File: src/rtl/crc_pkg.sv
// Shared definitions for the streaming CRC encoder: FSM state encoding and CRC width helper.
package crc_pkg;

  typedef enum logic {
    ACCEPT = 1'b0,
    EMIT   = 1'b1
  } state_t;

  // CRC length for a generator of r bits.
  function automatic int crc_w(input int r);
    return r - 1;
  endfunction

endpackage

File: src/rtl/crc_step.sv
// One serial LFSR step of the CRC remainder: feeds a single message bit, MSB-first.
module crc_step
  import crc_pkg::*;
#(
  parameter int           R   = 7,
  parameter logic [R-1:0] DIV = 7'b1111011
) (
  input  logic [R-2:0] rem_in,
  input  logic         bit_in,
  output logic [R-2:0] rem_out
);

  localparam int CRC_W = crc_w(R);

  logic fb;

  assign fb      = rem_in[CRC_W-1] ^ bit_in;
  assign rem_out = (rem_in << 1) ^ (fb ? DIV[CRC_W-1:0] : '0);

endmodule

File: src/rtl/crc_stream_encoder.sv
// Streaming CRC encoder: collects an N-bit message W bits per beat, then presents {message, crc}
// until the consumer takes it.
module crc_stream_encoder
  import crc_pkg::*;
#(
  parameter int           N    = 16,
  parameter int           R    = 7,
  parameter logic [R-1:0] DIV  = 7'b1111011,
  parameter int           W    = 4,
  parameter logic [R-2:0] INIT = '0
) (
  input  logic             clk,
  input  logic             rst,
  input  logic             in_valid,
  output logic             in_ready,
  input  logic [W-1:0]     in_data,
  output logic             out_valid,
  input  logic             out_ready,
  output logic [N+R-2:0]   out_codeword,
  output logic [R-2:0]     out_crc
);

  localparam int CRC_W = crc_w(R);
  localparam int BEATS = N / W;
  localparam int CNT_W = (BEATS > 1) ? $clog2(BEATS) : 1;

  state_t           state;
  logic [N-1:0]     msg;
  logic [CRC_W-1:0] rem;
  logic [CNT_W-1:0] cnt;
  logic [CRC_W-1:0] chain [0:W];
  logic             last_beat;

  // Remainder advances through all W bits of a beat in one cycle; bit W-1 goes first.
  assign chain[0] = rem;
  for (genvar i = 0; i < W; i++) begin : g_step
    crc_step #(.R(R), .DIV(DIV)) u_step (
      .rem_in  (chain[i]),
      .bit_in  (in_data[W-1-i]),
      .rem_out (chain[i+1])
    );
  end

  assign last_beat = (cnt == CNT_W'(BEATS - 1));

  // NOTE: state registers use non-blocking assignments so every flop samples pre-edge values.
  always_ff @(posedge clk) begin
    if (rst) begin
      state <= ACCEPT;
      cnt   <= '0;
      msg   <= '0;
      rem   <= INIT;
    end else if (state == ACCEPT) begin
      if (in_valid) begin
        msg <= (msg << W) | N'(in_data);
        rem <= chain[W];
        if (last_beat) begin
          cnt   <= '0;
          state <= EMIT;
        end else begin
          cnt <= cnt + CNT_W'(1);
        end
      end
    end else begin
      // Beats offered while a codeword is pending are ignored.
      if (out_ready) begin
        state <= ACCEPT;
        rem   <= INIT;
      end
    end
  end

  assign in_ready     = (state == ACCEPT);
  assign out_valid    = (state == EMIT);
  assign out_codeword = {msg, rem};
  assign out_crc      = rem;

endmodule

File: config.mk
export PLATFORM = sky130hd
export DESIGN_NAME = crc_stream_encoder
export DESIGN_NICKNAME = d
export VERILOG_FILES = /design/src/rtl/crc_pkg.sv /design/src/rtl/crc_step.sv /design/src/rtl/crc_stream_encoder.sv
export SDC_FILE = /design/constraint.sdc
export NUM_CORES = 1
export LEC_CHECK = 0
export CORE_MARGIN = 4
export CORE_UTILIZATION = 44
export DETAILED_ROUTE_END_ITERATION = 12
export PLACE_DENSITY = 0.81
export SLEW_MARGIN = 20
export SYNTH_ARGS = -nofsm -noshare
export SYNTH_HDL_FRONTEND = slang
export SYNTH_SLANG_ARGS = --single-unit
File: constraint.sdc
create_clock -name clk -period 1.9 [get_ports clk]
set_input_delay 0.19 -clock clk [delete_from_list [all_inputs] [get_ports clk]]
set_output_delay 0.19 -clock clk [all_outputs]
set_load 0.03 [all_outputs]
Word level (Yosys, flattened, before mapping)
Index checks and enable logic that the tools add are counted.
{"block": "word_totals", "word_cells": 32, "in_bits": 8, "register_bits": 25}
{"block": "classes", "muxes": 12, "eq_ne": 2, "n_reduce_logical": 3, "n_bitwise": 10, "add_sub_neg": 1}
{"cell": "two-way mux 6 bit", "count": 7}
{"cell": "XOR 6 bit", "count": 4}
{"cell": "bitwise OR 16 x 4 -> 16 bit", "count": 1}
{"cell": "two-way mux 1 bit", "count": 4}
{"cell": "AND reduction 2 bit", "count": 2}
{"cell": "XOR 1 bit", "count": 4}
{"cell": "adder 2 x 1 -> 2 bit, second input constant", "count": 1}
{"cell": "equality test 2 bit, second input constant", "count": 1}
{"cell": "two-way mux 2 bit", "count": 1}
{"cell": "inequality test 2 bit, second input constant", "count": 1}
{"cell": "nonzero test 2 bit", "count": 1}
{"cell": "inverter 1 bit", "count": 1}

Longest topological paths before layout
Gate-level depths: netlist of run 1.
{"block": "logic_depth", "ltp_word": 14, "mapped_depth": 5, "mapped_depth_nobuf": 4}

Modules after synthesis
From an unflattened synthesis of run 1, not the netlist that was laid out.
{"block": "hier_totals", "cells_unflattened": 150, "hier_area_um2": 1575.3}
{"mod": "crc_stream_encoder", "n_inst": 1, "cells_each": 118, "seq_area_each_um2": 500.5, "area_each_um2": 1079.8}
{"mod": "crc_step", "n_inst": 4, "cells_each": 8, "seq_area_each_um2": 0.0, "area_each_um2": 123.9}

Least setup slack after synthesis of run 1
OpenSTA, ideal clock, no wires.
{"block": "synth_path", "path_kind": "reg2reg", "from": "register rem[2], in the netlist out_crc[2]", "to": "register rem[3], in the netlist out_crc[3]", "slack_ps": 185, "period_less_slack_ps": 1715, "stages_incl_launch_ff": 5, "required_time_ps": 1830, "setup_time_ps": 70, "arrival_time_ps": 1645, "n_path_buf": 0, "cell_sequence": "dfxtp_1 xor2_2 xor3_1 or3_1 a21oi_1"}
{"block": "synth_via", "elab_chain_len": 8}
{"element": "start: declaration", "line_no": "crc_stream_encoder.sv:29", "source": "logic [CRC_W-1:0] rem;"}
{"element": "start signal: assignment", "line_no": "crc_stream_encoder.sv:56", "source": "rem <= chain[W];"}
{"element": "XOR 6 bit (3 in a row)", "line_no": "crc_step.sv:18", "source": "assign rem_out = (rem_in << 1) ^ (fb ? DIV[CRC_W-1:0] : '0);"}
{"element": "XOR 1 bit", "line_no": "crc_step.sv:17", "source": "assign fb = rem_in[CRC_W-1] ^ bit_in;"}
{"element": "two-way mux 6 bit", "line_no": "crc_step.sv:18"}
{"element": "XOR 6 bit", "line_no": "crc_step.sv:18"}
{"element": "two-way mux 6 bit", "line_no": "crc_stream_encoder.sv:54", "source": "if (in_valid) begin"}
{"element": "two-way mux 6 bit", "line_no": "crc_stream_encoder.sv:53", "source": "end else if (state == ACCEPT) begin"}
No other way between the ends. The select of a mux whose other input is x is not followed.
A chain may end at the register's enable or synchronous reset.

Worst setup path in the final report of run 1
{"block": "layout_path", "from": "register rem[2], in the netlist out_crc[2]", "to": "output port out_codeword[2]"}
{"element": "end: declaration", "line_no": "crc_stream_encoder.sv:19", "source": "output logic [N+R-2:0] out_codeword,"}
No word-level cell between the ends.

==> results of run 1 <==
cell families (layout without fill, tap and decap cells):
| family | Yosys count | count (layout) | synth area share [%] |
|---|---|---|---|
| AOI/OAI and AO/OA | 28 | 28 | 14.35 |
| xor gates and xnor gates | 12 | 12 | 11.71 |
| adders and majority gates | 1 | 1 | 1.148 |
| buffers and inverters | 15 | 45 | 8.494 |
| DFF | 25 | 25 | 45.92 |
| and+or+nand+nor | 47 | 47 | 18.37 |
tightest hold or removal path, cell delays in order (launching register included):
cell and delay [ns]:
dfxtp_1 0.33, nand2_1 0.05, a21oi_1 0.05
synthesized netlist by cell type:
library cell / count
nand2_1: 35
nor2_1: 6
buf_4: 6
o211ai_1: 2
clkbuf_8: 1
inv_2: 1
ha_1: 1
nor3_1: 1
xor2_1: 3
a22oi_1: 3
o31ai_1: 1
nand2b_4: 1
nor2b_1: 1
buf_2: 3
a21oi_1: 21
xor2_2: 1
clkbuf_1: 4
dfxtp_1: 25
nand4b_1: 1
or3_1: 2
xnor2_1: 7
xor3_1: 1
a31oi_1: 1
power breakdown:
part	switching [mW]	total, mW	internal [mW]
Sequential	0.0592	0.635	0.576
Combinational	0.363	0.669	0.306
Clock	0.159	0.240	0.0803
state kept, by name, summed over array words and instances, names as in the netlist:
| register | count |
|---|---|
| msg | 16 |
| cnt | 2 |
| out_valid | 1 |
| out_crc | 6 |
through the flow:
step / std cells / power (mW) / utilization, % / worst slack [ns]
finish: 186 / 1.544 / 64.10 / 0.2326
global route: 186 / 1.626 / 64.10 / 0.1945
CTS: 186 / 1.557 / 64.10 / 0.2172
detailed placement: 182 / 1.318 / 62.78 / 0.1234
global placement: 182 / 1.293 / 62.78 / 0.1696
floorplan: 128 / 1.121 / - / 0.1853
cell type report:
type,count,area (µm²),area share [%]
inverter,1,3.754,0.2573
sequential,25,500.5,34.31
timing repair buffer,40,392.9,26.93
tap,28,35.03,2.401
clock buffer,3,22.52,1.544
multi-input combinational,88,496.7,34.05
clock inverter,1,7.507,0.5146
worst paths after layout:
kind / startpoint / end / slack [ns] / cells past startpoint
worst max register to register: out_crc[2] / out_crc[3] / 0.42 / 4
worst min register to register: msg[12] / msg[12] / 0.46 / 2
worst max-delay path: out_crc[2] / out_codeword[2] / 0.23 / 1
worst min-delay path: msg[12] / msg[12] / 0.46 / 2
routing by layer:
layer | part of all wire [%] | vias up | routed length (µm) | global-route usage [%]
met5 | 0 | - | 0 | 0
met1 | 39 | 419 | 954 | 16.80
met3 | 4.9 | 4 | 119 | 2.004
li1 | - | 470 | - | -
met2 | 53 | 27 | 1288 | 27.74
met4 | 2.3 | 0 | 56 | 10.60
==> key figures, run 1 <==
Logic synthesis
  • Top cell type's share of synthesized area: 45.92%
  • Post-Syn Instances: 128
  • Seq cells post-synth: 25
  • Ys Warns: 0
  • Sequential share of the synthesized area: 45.92%
  • Area leader, netlist: dfxtp_1
  • Mapped Nets: 137
  • Syn_area_per_cell: 8.514 µm²
  • Mapped cell area: 0.001090 mm²
  • Largest cells by area after synthesis: dfxtp_1 46%, nand2_1 12%, a21oi_1 9.6%
  • Distinct cells, synth: 23

Final layout
  • Post-route cell area: 0.001459 mm²
  • Fillers: 194
  • Most common cell after layout, fill and taps aside: clkdlybuf4s50_1
  • Ant diodes: 0
  • Layout cells sized above 1: 6.329%
  • Leading cell types in the layout, fill and taps excluded: 37 x clkdlybuf4s50_1, 35 x nand2_1, 25 x dfxtp_1
  • Nets: 168
  • Area grow syn2layout: 33.87%

Worst setup path
  • Critical Path AT: 1.48 ns
  • CP max-delay cell: clkdlybuf4s50_1
  • Crit end category: output pin
  • Crit path max-delay family: buffers and inverters
  • Slowest stage delay, CP: 0.72 ns
  • Required time of the worst setup path: 1.71 ns
  • Critical path, cell by cell: clkdlybuf4s50_1
  • CP bufs+invs: 1
  • Max FO, Critical Path: 4
  • Crit Path Category: reg -> out
  • Crit path launch type: register

Power and ir drop
  • LEAKAGE: 0.5183 nW
  • VDD IR-drop max: 0.9014 mV
  • Power Dens Cells: 1058 mW/mm²

Timing
  • RSZ-0062 raised after global routing: no
  • Relative slew margins: 77.90%
  • Minimum hold slack: 0.4616 ns
  • Final min period: 1.667 ns
  • Final Max Slew Viols: 0
  • Final setup fails: 0
  • Worst Tran Pin Value: 0.3304 ns
  • Final count of hold timing violations: 0
  • TNS Setup: 0 ns
  • Skew final: 0.009380 ns
  • Max Clock Freq: 0.5997 GHz
  • Final worst-path cycle share: 87.76%

Place
  • Port bufs: 37
  • GP Congestion: 0.8148
  • Placed cell areas: 0.001429 mm²
  • Hpwl dp: 1.797 mm

Detailed routing
  • DR WL/cell: 13.00 µm
  • WL final: 2.418 mm
  • DRT Pass-1 Iters: 4
  • Number of DRC markers in iteration 0: 17
  • DRC viols: 0
  • DR vias/cell: 4.946
  • ANT nets after route: 0
  • Vias post-DR: 920

Floorplan
  • Initial Utilization: 47.88%
  • Num rows: 17
  • Die footprint: 0.003337 mm²
  • # IOs: 38
  • Chip width: 57.77 µm
  • CORE AREA: 0.002276 mm²
  • Die height: 57.77 µm

Global route
  • Vias in the first global route: 943
  • Gr ovfl total: 0
  • First-pass GRT wire length: 4.036 mm
  • Number of antenna violations at the first check in global routing: 0
  • Largest net degree at the start of global routing: 26
  • GRT Total Usage: 15.51%

Clock tree
  • CTS tree: yes
  • Worst-Skew Late Latency: 0.32 ns
  • Post-cts resize count: 0
  • Root Driver: clkbuf_4
  • Post-CTS Hold Fix Bufs: 0
  • Clk sinks: 25
  • H-Tree Depth: 1
  • CTS clock-pin slew for the worst setup and hold paths: 0.14 ns
  • Largest buffer count on any clock path: 2
  • CTS Buf Count: 3
  • Postcts setup bufs: 0

Min path
  • Hold Crit Class: reg -> reg

Run status
  • Status: completed

Flow run
  • MaxCap Viol Count: 0
No activity file was read; power rests on OpenSTA's default activity.
==> run 2: changes to the inputs <==
--- a/config.mk
+++ b/config.mk
@@ -7,6 +7,7 @@
 export LEC_CHECK = 0
 export CORE_MARGIN = 4
 export CORE_UTILIZATION = 44
+export CTS_CLUSTER_DIAMETER = 60
 export DETAILED_ROUTE_END_ITERATION = 12
 export PLACE_DENSITY = 0.81
 export SLEW_MARGIN = 20
==> results of run 2 <==
Final layout, timing and power as in run 1 (identical DEF).
==> run 3: changes to the inputs <==
--- a/config.mk
+++ b/config.mk
@@ -5,7 +5,7 @@
 export SDC_FILE = /design/constraint.sdc
 export NUM_CORES = 1
 export LEC_CHECK = 0
-export CORE_MARGIN = 4
+export CORE_MARGIN = 2
 export CORE_UTILIZATION = 44
 export CTS_CLUSTER_DIAMETER = 60
 export DETAILED_ROUTE_END_ITERATION = 12
==> key figures, run 3 (same netlist as run 1, synthesis figures left out) <==
Final layout
  • Max reg flops: 16 (unchanged)
  • Largest reg by FF count: msg (unchanged)
  • Leading cell types in the layout, fill and taps excluded: 37 x clkdlybuf4s50_1, 35 x nand2_1, 25 x dfxtp_1 (unchanged)
  • Area grow syn2layout: 34.56% (was 33.87%)
  • Fillers: 214 (was 194)
  • Most common cell after layout, fill and taps aside: clkdlybuf4s50_1 (unchanged)
  • Ant diodes: 0 (unchanged)
  • Layout cells sized above 1: 6.918% (was 6.329%)
  • Post-route cell area: 0.001466 mm² (was 0.001459 mm²)
  • Nets: 169 (was 168)
  • Multi-input gate area: 496.7 µm² (unchanged)
  • Seq. cell area: 500.5 µm² (unchanged)

Power and ir drop
  • Sequential power share: 41.7% (was 41.2%)
  • Power Dens Cells: 1044 mW/mm² (was 1058 mW/mm²)
  • Sw Ratio: 37.16% (was 37.67%)
  • Clock share of power: 15.5% (about the same)
  • Comb pwr share: 42.9% (was 43.3%)
  • Pint: 962.1 µW (about the same)
  • VDD IR-drop max: 0.8154 mV (was 0.9014 mV)
  • LEAKAGE: 0.5268 nW (was 0.5183 nW)
  • Total power: 1.531 mW (was 1.544 mW)
  • Switching pwr: 568.9 µW (was 581.6 µW)

Place
  • Port bufs: 37 (unchanged)
  • Placed cell areas: 0.001439 mm² (was 0.001429 mm²)
  • GP Congestion: 0.7967 (was 0.8148)
  • Hpwl dp: 1.714 mm (was 1.797 mm)

Floorplan
  • Die footprint: 0.002891 mm² (was 0.003337 mm²)
  • Chip width: 53.77 µm (was 57.77 µm)
  • # IOs: 38 (unchanged)
  • Num rows: 18 (was 17)
  • Initial Utilization: 45.22% (was 47.88%)
  • Die height: 53.77 µm (was 57.77 µm)
  • CORE AREA: 0.002410 mm² (was 0.002276 mm²)

Worst setup path
  • Crit path launch type: register (unchanged)
  • CP bufs+invs: 1 (unchanged)
  • CP max-delay cell: clkdlybuf4s50_1 (unchanged)
  • RR Endpoint: out_crc[3] (unchanged)
  • Crit end category: output pin (unchanged)
  • R2R Path Start: out_crc[2] (unchanged)
  • Crit Path Category: reg -> out (unchanged)
  • Max FO, Critical Path: 4 (unchanged)
  • Critical Path AT: 1.50 ns (was 1.48 ns)
  • Critical path, cell by cell: clkdlybuf4s50_1 (unchanged)
  • Crit path max-delay family: buffers and inverters (unchanged)
  • Required time of the worst setup path: 1.71 ns (about the same)
  • R2R setup slack: 0.40 ns (was 0.42 ns)
  • Worst r2r path cells: 4 (unchanged)
  • Slowest stage delay, CP: 0.73 ns (was 0.72 ns)

Clock tree
  • CTS Buf Count: 3 (unchanged)
  • Postcts setup bufs: 0 (unchanged)
  • H-Tree Depth: 1 (unchanged)
  • CTS tree: yes (unchanged)
  • Post-CTS Hold Fix Bufs: 0 (unchanged)
  • CTS clock-pin slew for the worst setup and hold paths: 0.13 ns (was 0.14 ns)
  • Largest buffer count on any clock path: 2 (unchanged)
  • Post-cts resize count: 0 (unchanged)
  • Worst-Skew Late Latency: 0.32 ns (about the same)
  • Clk sinks: 25 (unchanged)
  • Root Driver: clkbuf_4 (unchanged)

Detailed routing
  • DR WL/cell: 12.16 µm (was 13.00 µm)
  • DR vias/cell: 4.852 (was 4.946)
  • Number of DRC markers in iteration 0: 18 (was 17)
  • DRC viols: 0 (unchanged)
  • DRT Pass-1 Iters: 4 (unchanged)
  • WL final: 2.299 mm (was 2.418 mm)
  • Vias post-DR: 917 (was 920)
  • ANT nets after route: 0 (unchanged)

Min path
  • Hold Path End: msg[14] (was msg[12])
  • Startpoint of the worst hold path: msg[14] (was msg[12])
  • Worst hold path depth: 2 (unchanged)
  • Hold Crit Class: reg -> reg (unchanged)

Timing
  • Final count of hold timing violations: 0 (unchanged)
  • Worst Tran Pin Value: 0.3335 ns (was 0.3304 ns)
  • Final min period: 1.694 ns (was 1.667 ns)
  • Final worst-path cycle share: 89.18% (was 87.76%)
  • Max Clock Freq: 0.5902 GHz (was 0.5997 GHz)
  • Skew final: 0.005423 ns (was 0.009380 ns)
  • TNS Setup: 0 ns (unchanged)
  • RSZ-0062 raised after global routing: no (unchanged)
  • Relative slew margins: 77.70% (was 77.90%)
  • Final Max Slew Viols: 0 (unchanged)
  • Final setup fails: 0 (unchanged)

Flow run
  • MaxCap Viol Count: 0 (unchanged)

Global route
  • Vias in the first global route: 831 (was 943)
  • Gr ovfl total: 0 (unchanged)
  • GRT Total Usage: 17.31% (was 15.51%)
  • Number of antenna violations at the first check in global routing: 0 (unchanged)
  • First-pass GRT wire length: 3.615 mm (was 4.036 mm)
  • Largest net degree at the start of global routing: 26 (unchanged)

Run status
  • Status: completed (unchanged)
[run 3: how the worst max path moves through the flow]
stage                    start         endpoint  slack [ns]  cells past startpoint
floorplan           out_crc[2]       out_crc[3]        0.19                      4
global placement    in_data[0]       out_crc[3]        0.17                      5
detailed placement  in_data[0]       out_crc[3]        0.11                      5
CTS                 out_crc[2]  out_codeword[2]        0.22                      1
global route        out_crc[2]  out_codeword[2]        0.15                      1
finish              out_crc[2]  out_codeword[2]        0.21                      1
[run 3: cell type report]
cell class                 instances  area share [%]
clock buffer                       3           1.536
clock inverter                     1          0.3413
inverter                           1          0.2560
multi-input combinational         88           33.87
sequential                        25           34.13
tap                               30           2.560
timing repair buffer              41           27.30
[run 3: metal layers]
layer	GRT usage (%)	vias up	routed length (µm)	share of wire, %
li1	-	474	-	-
met1	19.59	421	1014	44
met2	30.28	17	1167	51
met3	2.778	5	66	2.9
met4	10.26	0	51	2.2
met5	0	-	0	0
[run 3: metrics by stage]
stage,cells,hold slack [ns],setup WS [ns],util [%]
after CTS,189,0.4662,0.2172,60.85
after detailed placement,185,0.4481,0.1059,59.71
after global placement,185,0.4415,0.1682,59.71
final,189,0.4618,0.2056,60.85
after floorplan,128,0.3223,0.1853,-
after global routing,189,0.4672,0.1488,60.85
[run 3: power groups by stage]
stage	clock [mW]	combinational (mW)	sequential, mW
2_1_floorplan	0	0.388	0.733
3_3_place_gp	0	0.647	0.645
3_5_place_dp	0	0.658	0.649
4_1_cts	0.243	0.661	0.638
5_1_grt	0.270	0.696	0.647
6_report	0.237	0.656	0.638
==> edit 1, RTL diff (settings of run 3) <==
Change the parameter `N` from 16 to 32.
--- a/src/rtl/crc_stream_encoder.sv
+++ b/src/rtl/crc_stream_encoder.sv
@@ -3,7 +3,7 @@
 module crc_stream_encoder
   import crc_pkg::*;
 #(
-  parameter int           N    = 16,
+  parameter int           N    = 32,
   parameter int           R    = 7,
   parameter logic [R-1:0] DIV  = 7'b1111011,
   parameter int           W    = 4,
Interface: changed (resized out_codeword); port bits go from 38 to 54. The function was not compared with the original's and may differ.
==> edit 1 against run 3 <==
- sequential cell count is 17 higher
- sequential power is 55% higher
- hold slack worse by 0.0064 ns
- setup slack better by 0.074 ns
- count of clock-buffer cells in the layout is 3 higher
- routed wire length is 54% higher
- total power is 55% higher
- area after synthesis is 52% higher
- non-clock buffer count is 19 higher
- register-to-register slack worse by 0.02 ns
- clock skew is 0.00059 ns lower
- cell area is 59% higher
==> edit 1: results (changes against run 3) <==
The flow ran to the end, and the final reports show no timing, DRC or antenna violations. The leakage power was 0.8154 nW (+55%); the number of distinct library cells after synthesis was 27 (+17%). The detailed-placement wirelength estimate is 2.456 mm (+43%). The first-pass GRT wire length was 5.830 mm (+61%). The largest clock skew in the final design was 0.004830 ns (-0.0005930 ns); the met3 usage was 4.110% (+1.3 points). The fraction of layout cells with a size suffix above 1 was 6.349% (-0.57 points). The total of buffers placed on input and output ports was 53 (+43%); the remaining max-slew budget at the tightest pin was 66.77% (-11 points). The post-synthesis net count is 213 (+55%), and the net switching power is 726.5 uW (+28%). The antenna cell count is 0 (unchanged).

The met2 usage in global routing came out at 27.04% (-3.2 points). The run gives 4 (unchanged) as the number of iterations in the first detailed-routing pass. The data arrival at the endpoint of the critical path is 1.43 ns (-0.07 ns), and the number of flip-flops under the largest register name is 32 (+16). The commonest cells after synthesis are 69 x nand2_1, 42 x dfxtp_1, 36 x a21oi_1. The run gives 2 (unchanged) as the clock tree buffer depth. The most used flip-flop cell after synthesis is dfxtp_1.

Highest cell delay on the worst timing path: 0.71 ns (-0.02 ns). The tools report the via count of the first global-routing pass as 1252 (+51%). The tools report the number of warnings issued by yosys as 0 (unchanged). The post-synthesis sequential area ratio was 50.60% (+4.7 points); the CTS clock-pin slew for the worst setup and hold paths was 0.08 ns (-0.05 ns).

The weighted congestion at the end of routability-driven global placement was 0.7585 (-4.8%). The cell at the slowest stage of the critical path is clkdlybuf4s50_1. The number of post-CTS setup repair buffers is 0 (unchanged), and the number of levels in the clock H-tree is 2 (+1). The global-route track usage on met1 came out at 23.73% (+4.1 points).

The logs give 33 (+27%) for the largest net degree at the start of global routing and 5 (+2) for the CTS buffer count. The minimum setup slack after placement was 0.1333 ns (+0.02732 ns); the DRC violation count after routing was 0 (unchanged). The number of filler cells placed in the layout was 329 (+54%). The quantity of hold-fixing buffers added after cts came out at 0 (unchanged). The aggregate global-route resource usage was 17.76% (+0.46 points); the total via count after detailed routing was 1458 (+59%). The final-stage net count is 261 (+54%). The register with the most flip-flops is msg. The largest driver fanout on the critical path came out at 6 (+2). The worst hold path belongs to the class flip-flop to flip-flop. The run gives 0 (unchanged) as the number of cells upsized or downsized after cts. The DRC marker count from the first detailed-route iteration is 83 (+65), and the initial antenna violation count is 0 (unchanged). The clock insertion delay at the later pin of the skew report is 0.29 ns (-0.03 ns).

Clock tree root buffer cell: clkbuf_8. Proportion of register bits with asynchronous set or reset after synthesis: 0% (unchanged). The tools report the total global routing overflow as 0 (unchanged). Among cell families on the critical path, the largest total delay comes from buffers and inverters.

After synthesis, the cell types taking the most area are dfxtp_1 51%, nand2_1 16%, a21oi_1 11%, xnor2_1 4.7%, buf_4 2.7%. The post-detailed-routing wire length came out at 3.530 mm (+54%). The peak ir drop on the vdd network was 0.0006499 V (-20%).
edit 1: cell type report:
| class | count | area [um2] | share of cell area, % |
|---|---|---|---|
| sequential | 42 | 840.8 | 36.03 |
| multi-input combinational | 140 | 719.4 | 30.83 |
| timing repair buffer | 60 | 595.6 | 25.52 |
| clock buffer | 6 | 72.57 | 3.110 |
| tap | 48 | 60.06 | 2.574 |
| clock inverter | 2 | 37.54 | 1.609 |
| inverter | 2 | 7.507 | 0.3217 |
edit 1: per-layer routing:
metal | share of wire, % | routed length, um
met1 | 47 | 1645
met2 | 47 | 1646
met3 | 4.7 | 165
met4 | 2.1 | 73
met5 | 0 | 0
edit 1: power by group through the flow:
stage / sequential, mW / clock, mW / combinational [mW]
after floorplan: 1.10 / 0 / 0.402
after global placement: 1.01 / 0 / 0.672
after detailed placement: 1.01 / 0 / 0.683
after CTS: 0.993 / 0.693 / 0.694
after global routing: 1.00 / 0.747 / 0.729
final: 0.992 / 0.685 / 0.690
edit 1: per-stage QoR:
stage | std cells | cell area (um2)
after detailed placement | 292 | 2223
final | 300 | 2333
after global routing | 300 | 2333
after CTS | 300 | 2333
after global placement | 292 | 2223
after floorplan | 203 | 1662
edit 1: final timing paths:
| kind | cells past startpoint | start | to | slack [ns] |
|---|---|---|---|---|
| hold / removal | 2 | msg[28] | msg[28] | 0.46 |
| setup / recovery | 1 | out_crc[3] | out_crc[3] | 0.28 |
| hold reg to reg | 2 | msg[28] | msg[28] | 0.46 |
| setup reg to reg | 4 | out_crc[2] | out_crc[3] | 0.38 |
edit 1: cells by family after synthesis:
family,share of synthesized area (%)
flip-flops,50.60
AO/OA/AOI/OAI,14.31
adder cells (fa/ha/maj),1.506
AND/OR/NAND/NOR,19.65
XOR/XNOR,7.681
buffers and inverters,6.250
==> edit 2, RTL diff (settings of run 3) <==
Without the edit above. Make the reset (`rst`) asynchronous in one clocked block.
--- a/src/rtl/crc_stream_encoder.sv
+++ b/src/rtl/crc_stream_encoder.sv
@@ -44,7 +44,7 @@
   assign last_beat = (cnt == CNT_W'(BEATS - 1));
 
   // NOTE: state registers use non-blocking assignments so every flop samples pre-edge values.
-  always_ff @(posedge clk) begin
+  always_ff @(posedge clk or posedge rst) begin
     if (rst) begin
       state <= ACCEPT;
       cnt   <= '0;
Formal check against the unedited RTL: differs if rst is asserted again (counterexample within 4 cycles, from zero or initial values and one cycle with rst high); with rst held inactive, the same outputs for 10 cycles.
==> edit 2 against run 3 <==
- register-to-register slack about the same
- cell area increased by 6.2%
- sequential cell count unchanged
- setup slack got worse by 0.063 ns
- routed wire length decreased by 0.35%
- core utilization increased by 2.0 points
- global-route usage decreased by 1.8 points
- clock skew decreased by 0.0021 ns
- area after synthesis increased by 6.1%
- final cell count decreased by 0.53%
Power is not compared: it rests on default switching activity, and its combinational part moved more than twofold at a synthesized area within 25%.
==> edit 2: results (changes against run 3) <==
The run gives 2.291 mm (-0.35%) as the post-detailed-routing wire length. The commonest cells after synthesis are 58 x nand2_1, 25 x dfrtp_1, 9 x xnor2_1. Fraction of layout cells with a size suffix above 1: 5.063% (-1.9 points).

The path class of the tightest hold or removal check is primary input to asynchronous set/reset pin. The first-pass GRT wire length was 3.836 mm (+6.1%); the fraction of the mapped netlist area in adder cells was 1.082% (-0.066 points). Synthesized-area fraction occupied by ao, oa, aoi and oai cells: 5.519% (-8.8 points). The final-stage net count was 168 (-0.59%).

Total of buffers placed on input and output ports: 37 (unchanged). The average footprint of a synthesized cell was 9.323 um2 (+9.5%). The post-synthesis net count came out at 133 (-2.9%). The CTS buffer count is 3 (unchanged). In the post-synthesis netlist, the biggest area contributors are dfrtp_1 54%, nand2_1 19%, xnor2_1 6.8%, buf_4 3.9%, xnor2_4 2.4%. The logs give 15.50% (-1.8 points) for the aggregate global-route resource usage and 813 (-2.2%) for the via count of the first global-routing pass. The weighted congestion at the end of routability-driven global placement is 0.7671 (-3.7%), and the area after detailed placement is 1531 um2 (+6.4%).

The reg-to-reg critical path startpoint is out_crc[2]. The number of distinct library cells after synthesis is 20 (-13%). The tools report the worst hold slack after final layout as 0.2272 ns (-0.2346 ns).

The largest clock skew in the final design is 0.003354 ns (-0.002069 ns). The post-synthesis sequential area ratio was 54.11% (+8.2 points); the detailed-route vias per instance was 4.745 (-2.2%). The logs give 0.30 ns (-0.02 ns) for the clock insertion delay at the later pin of the skew report and 213 (-0.47%) for the number of filler cells placed in the layout. In the synthesized netlist the dominant register cell turns out to be dfrtp_1. The share of the synthesized netlist area taken by xor and xnor gates is 11.90% (+0.19 points). The actual transition at the worst max-transition pin came out at 0.3217 ns (-0.01183 ns). The detailed-placement wirelength estimate was 1.726 mm (+0.66%). The total placed cells including tap cells was 184 (-0.54%). The flow ran to the end, and the final reports show no timing, DRC or antenna violations.

The proportion of register bits with asynchronous set or reset after synthesis is 100.0% (+100 points), and the minimum setup slack after placement is 0.1805 ns (+0.07456 ns).
-- edit 2: cell types whose count changed after synthesis, moves of 3 or more --
cell / change
dfxtp_1: -25
a22oi_1: -3
a21oi_1: -19
nand2_1: +23
nor2_1: -6
dfrtp_1: +25
o21ai_0: +4
buf_2: -3
inv_1: +4
-- edit 2: power breakdown --
| part | internal, mW | switching [mW] |
|---|---|---|
| combinational | 0.779 | 1.02 |
| sequential | 0.753 | 0.203 |
| clock | 0.0817 | 0.143 |
| total | 1.61 | 1.36 |
-- edit 2: cells by family after synthesis --
kind of cell,count (synthesis)
and+or+nand+nor,61
DFF,25
buffers and inverters,14
xor gates and xnor gates,12
AOI/OAI and AO/OA,11
adders and majority gates,1
-- edit 2: cell type report --
class	count	area (um2)	share of cell area [%]
timing repair buffer	40	405.4	26.02
sequential	25	625.6	40.16
tap	30	37.54	2.410
multi-input combinational	85	447.9	28.76
clock buffer	4	26.28	1.687
inverter	4	15.01	0.9639
-- edit 2: how the worst max path moves through the flow --
stage / start / to / slack, ns / cells past startpoint
floorplan: out_crc[2] / out_crc[3] / 0.38 / 4
global placement: in_data[0] / out_crc[3] / 0.25 / 5
detailed placement: in_data[0] / out_crc[3] / 0.18 / 5
CTS: out_crc[2] / out_codeword[2] / 0.12 / 1
global route: out_crc[2] / out_codeword[2] / 0.09 / 1
finish: out_crc[2] / out_codeword[2] / 0.14 / 1
-- edit 2: layer usage --
metal | GRT usage [%] | vias to the layer above | wire [um]
met5 | 0 | - | 0
met4 | 3.136 | 0 | 0
met3 | 2.342 | 0 | 128
met2 | 23.81 | 34 | 1023
met1 | 23.46 | 409 | 1139
li1 | - | 449 | -
